==> src/rtl/lbist_pkg.sv <==
// lbist_pkg: shared state encoding, default MISR constants and counter-width helper.
package lbist_pkg;
  typedef enum logic [1:0] {IDLE, RUN, COMPARE, DONE} state_t;
  localparam logic [15:0] DEF_MISR_POLY = 16'h002D;
  localparam logic [15:0] DEF_MISR_SEED = 16'h0000;
  function automatic int cnt_width(input int n);
    int w;
    w = $clog2(n);
    return (w < 1) ? 1 : w;
  endfunction
endpackage

==> src/rtl/lbist_misr_compactor_if.sv <==
// lbist_misr_compactor_if: controller/compactor bus; XMASK present only with LBIST_MISR_XMASK_EN.
interface lbist_misr_compactor_if
  import lbist_pkg::*;
#(
  parameter int IN_WIDTH       = 16,
  parameter int MISR_SIZE      = 16,
  parameter int PATTERN_NUMBER = 2000
);
  localparam int PW = cnt_width(PATTERN_NUMBER + 1);
  logic                 start;
  logic                 compact_en;
  logic [IN_WIDTH-1:0]  dut_out;
`ifdef LBIST_MISR_XMASK_EN
  logic [IN_WIDTH-1:0]  xmask;
`endif
  logic [MISR_SIZE-1:0] signature;
  logic [PW-1:0]        pattern_cnt;
  logic                 busy;
  logic                 done;
  logic                 go_nogo;
  modport master (
`ifdef LBIST_MISR_XMASK_EN
    output xmask,
`endif
    output start, compact_en, dut_out,
    input  signature, pattern_cnt, busy, done, go_nogo
  );
  modport slave (
`ifdef LBIST_MISR_XMASK_EN
    input  xmask,
`endif
    input  start, compact_en, dut_out,
    output signature, pattern_cnt, busy, done, go_nogo
  );
endinterface

==> src/rtl/lbist_misr.sv <==
// lbist_misr: Galois-form multiple-input signature register with seed load and enable.
module lbist_misr #(
  parameter int               WIDTH    = 16,
  parameter int               IN_WIDTH = 16,
  parameter logic [WIDTH-1:0] POLY     = '0,
  parameter logic [WIDTH-1:0] SEED     = '0
) (
  input  logic                clk,
  input  logic                rst,
  input  logic                load,
  input  logic                en,
  input  logic [IN_WIDTH-1:0] din,
  output logic [WIDTH-1:0]    sig
);
  logic [WIDTH-1:0] nxt;
  always_comb nxt = (sig << 1) ^ ({WIDTH{sig[WIDTH-1]}} & POLY) ^ WIDTH'(din);
  always_ff @(posedge clk or posedge rst)
    if (rst) sig <= SEED;
    else if (load) sig <= SEED;
    else if (en) sig <= nxt;
endmodule

==> src/rtl/lbist_misr_compactor.sv <==
// lbist_misr_compactor: LBIST response compactor with shift/pattern counters and golden compare.
// Define LBIST_MISR_XMASK_EN to mask unknown scan cells out of the signature.
module lbist_misr_compactor
  import lbist_pkg::*;
#(
  parameter int                   IN_WIDTH       = 16,
  parameter int                   MISR_SIZE      = 16,
  parameter logic [MISR_SIZE-1:0] MISR_POLY      = MISR_SIZE'(DEF_MISR_POLY),
  parameter logic [MISR_SIZE-1:0] MISR_SEED      = MISR_SIZE'(DEF_MISR_SEED),
  parameter logic [MISR_SIZE-1:0] MISR_GOLD      = '0,
  parameter int                   CHAIN_LENGTH   = 24,
  parameter int                   PATTERN_NUMBER = 2000
) (
  input logic CLK,
  input logic RST,
  lbist_misr_compactor_if.slave bus
);
  localparam int SW = cnt_width(CHAIN_LENGTH);
  localparam int PW = cnt_width(PATTERN_NUMBER + 1);
  state_t              state;
  logic [SW-1:0]       shift_cnt;
  logic [IN_WIDTH-1:0] din;
  logic                load, step, last_shift, last_pat;
`ifdef LBIST_MISR_XMASK_EN
  assign din = bus.dut_out & ~bus.xmask;
`else
  assign din = bus.dut_out;
`endif
  assign load       = bus.start && (state == IDLE || state == DONE);
  assign step       = (state == RUN) && bus.compact_en;
  assign last_shift = shift_cnt == SW'(CHAIN_LENGTH - 1);
  assign last_pat   = bus.pattern_cnt == PW'(PATTERN_NUMBER - 1);
  lbist_misr #(
    .WIDTH(MISR_SIZE),
    .IN_WIDTH(IN_WIDTH),
    .POLY(MISR_POLY),
    .SEED(MISR_SEED)
  ) u_misr (
    .clk(CLK),
    .rst(RST),
    .load(load),
    .en(step),
    .din(din),
    .sig(bus.signature)
  );
  always_ff @(posedge CLK or posedge RST)
    if (RST) begin
      state           <= IDLE;
      shift_cnt       <= '0;
      bus.pattern_cnt <= '0;
      bus.busy        <= 1'b0;
      bus.done        <= 1'b0;
      bus.go_nogo     <= 1'b0;
    end else begin
      case (state)
        IDLE, DONE: if (bus.start) begin
          state           <= RUN;
          shift_cnt       <= '0;
          bus.pattern_cnt <= '0;
          bus.busy        <= 1'b1;
          bus.done        <= 1'b0;
          bus.go_nogo     <= 1'b0;
        end
        RUN: if (bus.compact_en) begin
          shift_cnt <= last_shift ? '0 : shift_cnt + 1'b1;
          if (last_shift) begin
            bus.pattern_cnt <= bus.pattern_cnt + 1'b1;
            if (last_pat) state <= COMPARE;
          end
        end
        COMPARE: begin
          bus.go_nogo <= bus.signature == MISR_GOLD;
          bus.done    <= 1'b1;
          bus.busy    <= 1'b0;
          state       <= DONE;
        end
      endcase
    end
endmodule

==> src/flat_wrapper.sv <==
// flat-port wrapper written by rule: the top's interface ports become plain ports
module lbist_misr_compactor_flat import lbist_pkg::*;
#(
  parameter int                   IN_WIDTH       = 16,
  parameter int                   MISR_SIZE      = 16,
  parameter logic [MISR_SIZE-1:0] MISR_POLY      = MISR_SIZE'(DEF_MISR_POLY),
  parameter logic [MISR_SIZE-1:0] MISR_SEED      = MISR_SIZE'(DEF_MISR_SEED),
  parameter logic [MISR_SIZE-1:0] MISR_GOLD      = '0,
  parameter int                   CHAIN_LENGTH   = 24,
  parameter int                   PATTERN_NUMBER = 2000
)
  (CLK, RST, bus_start, bus_compact_en, bus_dut_out, bus_signature, bus_pattern_cnt, bus_busy, bus_done, bus_go_nogo);
  lbist_misr_compactor_if #(.IN_WIDTH(IN_WIDTH), .MISR_SIZE(MISR_SIZE), .PATTERN_NUMBER(PATTERN_NUMBER)) bus_i ();
  input logic CLK;
  input logic RST;
  input wire logic [$bits(bus_i.start)-1:0] bus_start;
  input wire logic [$bits(bus_i.compact_en)-1:0] bus_compact_en;
  input wire logic [$bits(bus_i.dut_out)-1:0] bus_dut_out;
  output wire logic [$bits(bus_i.signature)-1:0] bus_signature;
  output wire logic [$bits(bus_i.pattern_cnt)-1:0] bus_pattern_cnt;
  output wire logic [$bits(bus_i.busy)-1:0] bus_busy;
  output wire logic [$bits(bus_i.done)-1:0] bus_done;
  output wire logic [$bits(bus_i.go_nogo)-1:0] bus_go_nogo;
  assign bus_i.start = bus_start;
  assign bus_i.compact_en = bus_compact_en;
  assign bus_i.dut_out = bus_dut_out;
  assign bus_signature = bus_i.signature;
  assign bus_pattern_cnt = bus_i.pattern_cnt;
  assign bus_busy = bus_i.busy;
  assign bus_done = bus_i.done;
  assign bus_go_nogo = bus_i.go_nogo;
  lbist_misr_compactor #(.IN_WIDTH(IN_WIDTH), .MISR_SIZE(MISR_SIZE), .MISR_POLY(MISR_POLY), .MISR_SEED(MISR_SEED), .MISR_GOLD(MISR_GOLD), .CHAIN_LENGTH(CHAIN_LENGTH), .PATTERN_NUMBER(PATTERN_NUMBER)) u_core (.CLK(CLK), .RST(RST), .bus(bus_i));
endmodule
==> config.mk <==
export PLATFORM = sky130hd
export DESIGN_NAME = lbist_misr_compactor_flat
export DESIGN_NICKNAME = d
export VERILOG_FILES = /design/src/rtl/lbist_pkg.sv /design/src/rtl/lbist_misr_compactor_if.sv /design/src/rtl/lbist_misr.sv /design/src/rtl/lbist_misr_compactor.sv /design/src/flat_wrapper.sv
export SDC_FILE = /design/constraint.sdc
export NUM_CORES = 1
export LEC_CHECK = 0
export ABC_AREA = 1
export ABC_CLOCK_PERIOD_IN_PS = 2400
export BUFFER_PORTS_ARGS = -buffer_cell sky130_fd_sc_hd__buf_2
export CAP_MARGIN = 20
export CORE_MARGIN = 1
export CORE_UTILIZATION = 30
export DETAILED_ROUTE_END_ITERATION = 12
export PLACE_DENSITY_LB_ADDON = 0.05
export SLEW_MARGIN = 30
export SYNTH_ARGS = -nofsm -noshare
export SYNTH_HDL_FRONTEND = slang
export SYNTH_HIERARCHICAL = 1
export SYNTH_SLANG_ARGS = --single-unit
==> constraint.sdc <==
create_clock -name CLK -period 2.4 [get_ports CLK]
set_input_delay 0.12 -clock CLK [delete_from_list [all_inputs] [get_ports CLK]]
set_output_delay 0.12 -clock CLK [all_outputs]
set_load 0.005 [all_outputs]
==> results.cfg <==
[clock_tree]
cts_buffer_depth = 2
htreeDepth = 2
cts_tree = yes
cts_sinks = 37
clk_pin_slew_ps = 80
cts_root_buffer = clkbuf_8
cts_resized = 0
cts_made_buffers = 5
clk_latency_ps = 290

[run]
maxCapViolations = 0

[routing]
drc = 0
vias_per_cell = 4.403
dr_total_vias = 1880
drt_wl_total_um = 5022
post_drt_wl_per_cell_um = 11.76
drt_iter0_drc = 72
ant_nets = 0
drtPass1Iterations = 4

[synth]
synthXorXnorAreaFrac_pct = 6.619
synth.avg_cell_area_um2 = 7.643
synthCells = 277
synth_top_family_by_area = simple AND/OR/NAND/NOR gates
synth-edff-count = 0
synth_area_um2 = 2117
synth_compound_area_share_pct = 7.683
yosysSeqAreaShare_pct = 43.74
synthArstFlopShare_pct = 100.0
synth_warnings = 6
syn-num-nets = 302
synthMuxAreaShare_pct = 0
synth_simple_gate_area_share_pct = 30.79
synth-main-ff-cell = dfrtp_1
yosys.area_share.adder_pct = 2.955
ys_types = 27
ys_seq_elements = 37

[pwr]
power.share.sequential_pct = 35.0
switching_share_pct = 42.40
ir_worst_vdd_v = 0.0004060
pwr-share-comb_pct = 42.6
leakagePower_nw = 1.353
powerDensity_nw_per_um2 = 1126
pwr-share-clk_pct = 22.4
power_mw = 2.922
p_int_mw = 1.683
p_switching_mw = 1.239

[global_route]
grt_pass1_vias = 1715
grt_max_degree = 22
globalRouteTotalUtil_pct = 14.21
grt_pass1_wl_um = 8135
antenna_found_initial = 0
grt-ovfl-total = 0

[timing]
rsz0062_at_grt = false
hold_violations = 0
fmax_ghz = 0.4721
worst_pin_slew_ps = 917.0
finalSetupViolCount = 0
fin_crit_sh_pct = 88.25
drv_slew = 0
finalSetupTns_ps = 0
fin_crit_ps = 2118
finalClockSkew_ps = 3.848
slew_headroom_pct = 38.64

[floorplanning]
die-area_um2 = 7397
start_util_pct = 31.16
pin_count = 50
die_w_um = 86.01
die_y_um = 86.01
core_um2 = 6794
rows = 30

[worst_setup_path]
critical_path.top_delay_family = simple AND/OR/NAND/NOR gates
reg2regPathDepth = 7
critical_path_arrival_ps = 2340
crit_type = flip-flop to flip-flop
cp_common_cell = inv_1
critPathSlowestCell = nor2_1
cp_data_required_time_ps = 2620
path_depth = 7
crit_buf_inv = 3
crit_fanout = 14
path_cells = inv_1, ha_1, nand2_1, inv_1, nor2_1, inv_1, o22ai_1
max_stage_delay_ps = 710
cp-start-kind = flip-flop
critPathCaptureType = flip-flop

[final_layout]
final_cells = 427
final_common_cell = nand2_1
post-route-util_pct = 38.20
n_antenna_cell = 0
stdcell_area_um2 = 2595
nets = 355
final_cell_mix = nand2_1 (89), buf_2 (49), dfrtp_1 (37)
area_growth_pct = 22.58
layout-drive-gt1-share_pct = 19.94

[place]
portBuffers = 49
hpwl_um = 3655
placed_cell_area_um2 = 2451
place_congestion = 0.7756
dp_cells = 418

[hold_path]
min_path_cells = 3
hold_class = primary input to flip-flop

[run_status]
outcome = complete, no violations
[Yosys cell counts (2+ instances only)]
library cell  instances  share of area (%)
nand3b_1              3                1.1
nor4_1                2               0.59
ha_1                  5                3.0
buf_6                 2                1.1
o21ai_2               3                1.2
dfrtp_1              37                 44
nand3_1              30                7.1
o21ai_1               8                1.9
nor2_1               17                3.0
nand4_1               3               0.89
nand2_1              89                 16
o22ai_1               3               0.89
a21oi_1               2               0.47
xnor2_1              13                5.4
inv_1                34                6.0
inv_2                 2               0.35
xor2_1                3                1.2
o21ai_0              12                2.8
[layout make-up]
type | instances | area (µm²)
Fill cell | 726 | 4199
Multi-Input combinational cell | 199 | 1017
Sequential cell | 37 | 925.9
Timing Repair Buffer | 51 | 262.8
Inverter | 36 | 135.1
Tap cell | 96 | 120.1
Clock buffer | 5 | 68.82
Clock inverter | 3 | 65.06
[what timing repair did]
action | 4_1_cts | 5_1_grt
setup buffers | 0 | 0
hold endpoints to repair | 16 | 0
hold buffers | 1 | 0
[registers in the layout, summed over array words and instances, names as in the netlist]
signal	count
u_core/bus.pattern_cnt	11
u_core/state	2
u_core/bus.busy	1
u_core/bus.go_nogo	1
u_core/u_misr/sig	16
u_core/shift_cnt	5
u_core/bus.done	1
[routing by layer]
metal  GRT usage [%]  part of all wire (%)
met2           23.23                    45
met5               0                     0
met3           3.369                   4.7
met1           18.50                    49
met4           4.545                   1.2
[final timing paths]
kind / from / endpoint / slack (ps)
min reg2reg: u_core/bus.done / u_core/bus.done / 500
max in group asynchronous: RST / u_core/bus.pattern_cnt[9] / 1330
min in group asynchronous: RST / u_core/u_misr/sig[14] / 460
max reg2reg: u_core/state[0] / u_core/u_misr/sig[4] / 280
min: bus_dut_out[8] / u_core/u_misr/sig[8] / 100
max: u_core/state[0] / u_core/u_misr/sig[4] / 280
[through the flow]
step,setup WS (ps),hold WS [ps]
global placement,293.6,263.4
detailed placement,255.4,263.1
CTS,245.4,86.88
finish,282.0,97.86
global route,38.99,104.1
floorplan,784.5,33.74
[cell families (layout without fill, tap and decap cells)]
family | Yosys count | in the layout
XOR/XNOR | 16 | 16
AO/OA/AOI/OAI | 29 | 29
buffers and inverters | 41 | 95
AND/OR/NAND/NOR | 149 | 149
adder cells (fa/ha/maj) | 5 | 5
flip-flops | 37 | 37
[power groups by stage]
stage | Clock, mW | Sequential (mW) | Combinational, mW
5_1_grt | 0.704 | 1.06 | 1.42
3_5_place_dp | 0 | 1.04 | 1.26
2_1_floorplan | 0 | 1.00 | 0.929
4_1_cts | 0.681 | 1.03 | 1.27
3_3_place_gp | 0 | 1.04 | 1.26
6_report | 0.654 | 1.02 | 1.24
[worst register-to-register path: cells and delay by family, from the launching register on]
family	cells	cell delay (ps)
adders and majority gates	1	320
buffers and inverters	3	330
and+or+nand+nor	2	820
DFF	1	390
AOI/OAI and AO/OA	1	200
(Power assumes the default switching activity.)
